<file path="src/rtl/alu_share_ctrl.sv">
// alu_share_ctrl: round-robin sequencer sharing one 18-bit ALU
// between two valid/ready requesters, with a registered result.
//
// Ports:
//   clk, reset          rising-edge clock, sync active-high reset
//   reqA_* / reqB_*     request channels: valid, ready, op1, op2, choice
//   rspA_* / rspB_*     response channels: valid, ready
//   result              registered ALU result, shared by both responses
//   busy                high while a result is held

module alu_share_alu #(
  parameter int W = 18
) (
  input  logic [W-1:0] a,
  input  logic [W-1:0] b,
  input  logic [1:0]   choice,
  output logic [W-1:0] y
);

  always_comb begin
    y = '0;
    unique case (choice)
      2'b00: y = a + b;
      2'b01: y = a & b;
      2'b10: y = a | b;
      2'b11: y = a ^ b;
    endcase
  end

endmodule

module alu_share_ctrl #(
  parameter int DATA_W = 18
) (
  input  logic              clk,
  input  logic              reset,
  input  logic              reqA_valid,
  output logic              reqA_ready,
  input  logic [DATA_W-1:0] reqA_op1,
  input  logic [DATA_W-1:0] reqA_op2,
  input  logic [1:0]        reqA_choice,
  input  logic              reqB_valid,
  output logic              reqB_ready,
  input  logic [DATA_W-1:0] reqB_op1,
  input  logic [DATA_W-1:0] reqB_op2,
  input  logic [1:0]        reqB_choice,
  output logic              rspA_valid,
  input  logic              rspA_ready,
  output logic              rspB_valid,
  input  logic              rspB_ready,
  output logic [DATA_W-1:0] result,
  output logic              busy
);

  localparam logic S_IDLE = 1'b0;
  localparam logic S_RESP = 1'b1;

  localparam logic OWN_A = 1'b0;
  localparam logic OWN_B = 1'b1;

  logic              state;
  logic              owner;
  logic              last_grant;
  logic [DATA_W-1:0] result_q;

  logic              grant_a;
  logic              grant_b;
  logic              idle;
  logic              accept;
  logic              rsp_done;

  logic [DATA_W-1:0] alu_a;
  logic [DATA_W-1:0] alu_b;
  logic [1:0]        alu_choice;
  logic [DATA_W-1:0] alu_y;

  // On contention the requester that did not win last time goes.
  always_comb begin
    grant_a = 1'b0;
    grant_b = 1'b0;
    unique case (1'b1)
      (reqA_valid & reqB_valid): begin
        grant_a = (last_grant == OWN_B);
        grant_b = (last_grant == OWN_A);
      end
      (reqA_valid & ~reqB_valid): grant_a = 1'b1;
      (~reqA_valid & reqB_valid): grant_b = 1'b1;
      default: ;
    endcase
  end

  // Reset masks ready so nothing is accepted while it is held.
  assign idle       = (state == S_IDLE) & ~reset;
  assign reqA_ready = idle & grant_a;
  assign reqB_ready = idle & grant_b;
  assign accept     = reqA_ready | reqB_ready;

  assign rspA_valid = (state == S_RESP) & (owner == OWN_A);
  assign rspB_valid = (state == S_RESP) & (owner == OWN_B);
  assign rsp_done   = (rspA_valid & rspA_ready) |
                      (rspB_valid & rspB_ready);

  assign busy   = (state == S_RESP);
  assign result = result_q;

  always_comb begin
    alu_a      = reqA_op1;
    alu_b      = reqA_op2;
    alu_choice = reqA_choice;
    if (grant_b) begin
      alu_a      = reqB_op1;
      alu_b      = reqB_op2;
      alu_choice = reqB_choice;
    end
  end

  alu_share_alu #(
    .W (DATA_W)
  ) u_alu (
    .a      (alu_a),
    .b      (alu_b),
    .choice (alu_choice),
    .y      (alu_y)
  );

  always_ff @(posedge clk) begin
    if (reset) begin
      state      <= S_IDLE;
      owner      <= OWN_A;
      last_grant <= OWN_B;
      result_q   <= '0;
    end else begin
      unique case (state)
        S_IDLE: begin
          if (accept) begin
            state      <= S_RESP;
            owner      <= grant_b ? OWN_B : OWN_A;
            last_grant <= grant_b ? OWN_B : OWN_A;
            result_q   <= alu_y;
          end
        end
        S_RESP: begin
          if (rsp_done) begin
            state <= S_IDLE;
          end
        end
      endcase
    end
  end

endmodule

</file>
<file path="config.mk">
export PLATFORM = sky130hd
export DESIGN_NAME = alu_share_ctrl
export DESIGN_NICKNAME = d
export VERILOG_FILES = /design/src/rtl/alu_share_ctrl.sv
export SDC_FILE = /design/constraint.sdc
export NUM_CORES = 1
export LEC_CHECK = 0
export BUFFER_PORTS_ARGS = -buffer_cell sky130_fd_sc_hd__buf_2
export CAP_MARGIN = 10
export CORE_MARGIN = 2
export CORE_UTILIZATION = 56
export DETAILED_ROUTE_END_ITERATION = 6
export MAX_ROUTING_LAYER = met4
export PLACE_DENSITY = 0.87
export SLEW_MARGIN = 20
export SYNTH_ARGS = -nofsm -noshare
export SYNTH_HDL_FRONTEND = slang
export SYNTH_HIERARCHICAL = 1
export SYNTH_SLANG_ARGS = --single-unit
</file>
<file path="constraint.sdc">
create_clock -name clk -period 6.07 [get_ports clk]
set_input_delay 0 -clock clk [delete_from_list [all_inputs] [get_ports clk]]
set_output_delay 0 -clock clk [all_outputs]
set_load 0.02 [all_outputs]
</file>
==> metrics.md <==
| Metric | Value |
|---|---|
| CP Capture Type | `register` |
| Root buf cell | `clkbuf_8` |
| Starting density of the core | `0.577` |
| Via count | `3175` |
| Top Ports | `105` |
| Final-report hold violation count | `0` |
| Die Width | `79.1 um` |
| Layout cells sized above 1 | `0.341` |
| RSZ-0062 raised after global routing | `no` |
| DIE HEIGHT | `79.1 um` |
| Clk_skew | `0.843 ps` |
| Reg power frac | `0.255` |
| Type of the worst min-delay path | `in2reg` |
| VDD IR max | `180 uV` |
| Clock share of power | `0.136` |
| TritonCTS buffer count | `3` |
| CP required | `6280 ps` |
| Syn nets | `512` |
| Post-Route M1 WL | `3600 um` |
| Combinational fraction of design power | `0.610` |
| Ys Warns | `6` |
| Remaining antenna violation count | `0` |
| Area after DPL | `3620 um2` |
| Die footprint | `6250 um2` |
| CP Max Fanout | `20` |
| WL met3 | `595 um` |
| 1st-iter DRT viols | `201` |
| DR WL met2 | `3950 um` |
| Syn_area_per_cell | `8.03 um2` |
| Pwr Density | `182 nW/um2` |
| Status | `finished clean` |
| CP Data Arrival Time | `4130 ps` |
| CTS sink count | `21` |
| Setup TNS | `0 ps` |
| Syn-to-layout area delta | `16.6%` |
| Top Metal Used | `met4` |
| Hold_buf cts | `1` |
| Total GRT Usage | `0.272` |
| First drt pass iteration count | `5` |
| Fin. max-slew vios | `0` |
| Worst-Margin Slew | `822 ps` |
| Vias per cell | `5.74` |
| Grt ovf | `0` |
| PortBufs | `104` |
| Post-CTS Resized | `0` |
| CP Class | `reg2reg` |
| Number of enable flip-flop cells after synthesis | `0` |
| CTS clk-pin slew, worst paths | `70 ps` |
| Ys flop type | `dfxtp_1` |
| Post-Synthesis Cells | `393` |
| Area contributors post-synth | `ha_1, dfxtp_1, mux2_2, inv_1, mux2_4` |
| Internal power | `382 uW` |
| Core Rows | `27` |
| Final min period | `3920 ps` |
| Fin crit share | `0.647` |
| Max Root-Sink Buffers | `2` |
| Largest net degree at the start of global routing | `41` |
| # diodes | `0` |
| CTS tree | `built` |
| WL/cell | `14.8 um` |
| Worst-Skew Late Latency | `260 ps` |
| Synthesized flop and latch total | `21` |
| Synth top area share | `0.143` |
| Post-synthesis sequential area ratio | `0.133` |
| Core ar. | `5470 um2` |
| Detailed-route wire length | `8180 um` |
| Max_cap viols | `0` |
| Leakage | `0.00192 uW` |
| Vias in the first global route | `2949` |
| H-Tree Depth | `1` |
| Global-route wire length before repair | `13600 um` |
| Worst setup SP type | `register` |
| Fmax achieved | `255 MHz` |
| # setup viols final | `0` |
| Initial antenna violation count | `0` |
| DR DRC count | `0` |
| Ys async rst share | `0` |
| Sw Share | `0.428` |
| Slew HR | `0.451` |
| Cell area after synthesis | `3160 um2` |
| Routability Congestion | `0.978` |
| # nets final | `601` |
| Yosys cell types | `65` |
| NetSw | `286 uW` |
| Yosys top cell by area | `ha_1` |
| Post-Layout Inst Area | `3680 um2` |
| HPWL Detailed | `6360 um` |
| Number of setup buffers added after CTS | `0` |
worst paths after layout:
kind / start / to / slack [ps] / cells after the start
worst max-delay path: last_grant$_SDFFE_PP1P_ / result[16]$_SDFFE_PP0P_ / 2150 / 14
worst min-delay path: reqB_valid / last_grant$_SDFFE_PP1P_ / 130 / 3
worst max register to register: last_grant$_SDFFE_PP1P_ / result[16]$_SDFFE_PP0P_ / 2150 / 14
worst min register to register: result[0]$_SDFFE_PP0P_ / result[0]$_SDFFE_PP0P_ / 490 / 2
synth_stat cells, types with 2 or more instances:
cell,instances
a211oi_1,2
a21o_1,9
a21oi_1,24
a221o_1,4
a22oi_1,2
and2_1,2
and3_1,3
buf_1,2
buf_2,3
buf_4,3
buf_6,2
clkbuf_1,7
clkbuf_8,3
dfxtp_1,21
ha_1,36
inv_1,47
mux2_2,28
mux2_4,11
mux2i_1,4
mux4_2,3
nand2_1,33
nand2b_1,8
nand3_1,23
nor2_1,24
nor2b_1,5
nor3_1,3
nor3b_1,4
o211ai_1,21
o21a_1,5
o21ai_0,10
o22ai_1,2
o31a_1,2
o31ai_1,2
or2_2,2
xnor2_1,3
power groups by stage:
stage | combinational, uW | clock [uW] | sequential (uW)
3_3_place_gp | 389 | 0 | 172
4_1_cts | 402 | 93.4 | 170
6_report | 407 | 90.6 | 170
2_1_floorplan | 284 | 0 | 191
5_1_grt | 447 | 98.9 | 172
3_5_place_dp | 400 | 0 | 173
area by class of cell:
class,instances,area [um2]
Clock buffer,4,45.0
Timing Repair Buffer,106,538
Fill cell,481,1790
Inverter,47,176
Tap cell,72,90.1
Sequential cell,21,420
Multi-Input combinational cell,303,2410
through the flow:
stage	std cells	power, uW	util	hold slack (ps)	worst slack, ps
3_5_place_dp	548	573	0.662	213	2190
3_3_place_gp	548	561	0.662	187	2290
6_report	553	668	0.672	133	2150
4_1_cts	553	665	0.672	126	2160
2_1_floorplan	393	476	-	72.4	3030
5_1_grt	553	718	0.672	161	1850
worst max-delay path: stages, from the launching register on:
cell       delay, ps
dfxtp_1          350
a21boi_4         550
buf_4            430
mux2_2           390
inv_1             60
ha_1             300
a211o_1          320
a21oi_1          170
o21a_1           160
o221ai_2         100
a21oi_1          230
mux2_4           330
a2111oi_4        270
nand3_1          100
nand2_1           80
layout by cell type (no fill, tap or decap), types with 4 or more instances in the layout:
cell | Yosys | routed
dfxtp_1 | 21 | 21
a21oi_1 | 24 | 24
a21o_1 | 9 | 9
nand3_1 | 23 | 23
inv_1 | 47 | 47
nand2_1 | 33 | 33
o211ai_1 | 21 | 21
mux2_2 | 28 | 28
o21a_1 | 5 | 5
nand2b_1 | 8 | 8
nor3b_1 | 4 | 4
nor2_1 | 24 | 23
a221o_1 | 4 | 4
mux2i_1 | 4 | 4
buf_2 | 3 | 104
nor2b_1 | 5 | 5
o21ai_0 | 10 | 10
mux2_4 | 11 | 11
ha_1 | 36 | 36
logic make-up (layout without fill, tap and decap cells):
logic type	Yosys count	count (layout)	synth area share
AOI/OAI and AO/OA	102	102	0.240
xor gates and xnor gates	3	3	0.00833
adders and majority gates	37	37	0.149
buffers and inverters	69	157	0.107
DFF	21	21	0.133
muxes	46	46	0.186
and+or+nand+nor	115	115	0.176
state kept, by name (all words and copies together), names as in the netlist:
signal      count
owner           1
result         18
last_grant      1
busy            1
metal layers:
| metal | GRT usage | up-vias |
|---|---|---|
| met4 | 0.0603 | 0 |
| met5 | - | - |
| li1 | - | 1571 |
| met3 | 0.0295 | 3 |
| met2 | 0.460 | 149 |
| met1 | 0.351 | 1452 |
(Power assumes the default switching activity.)
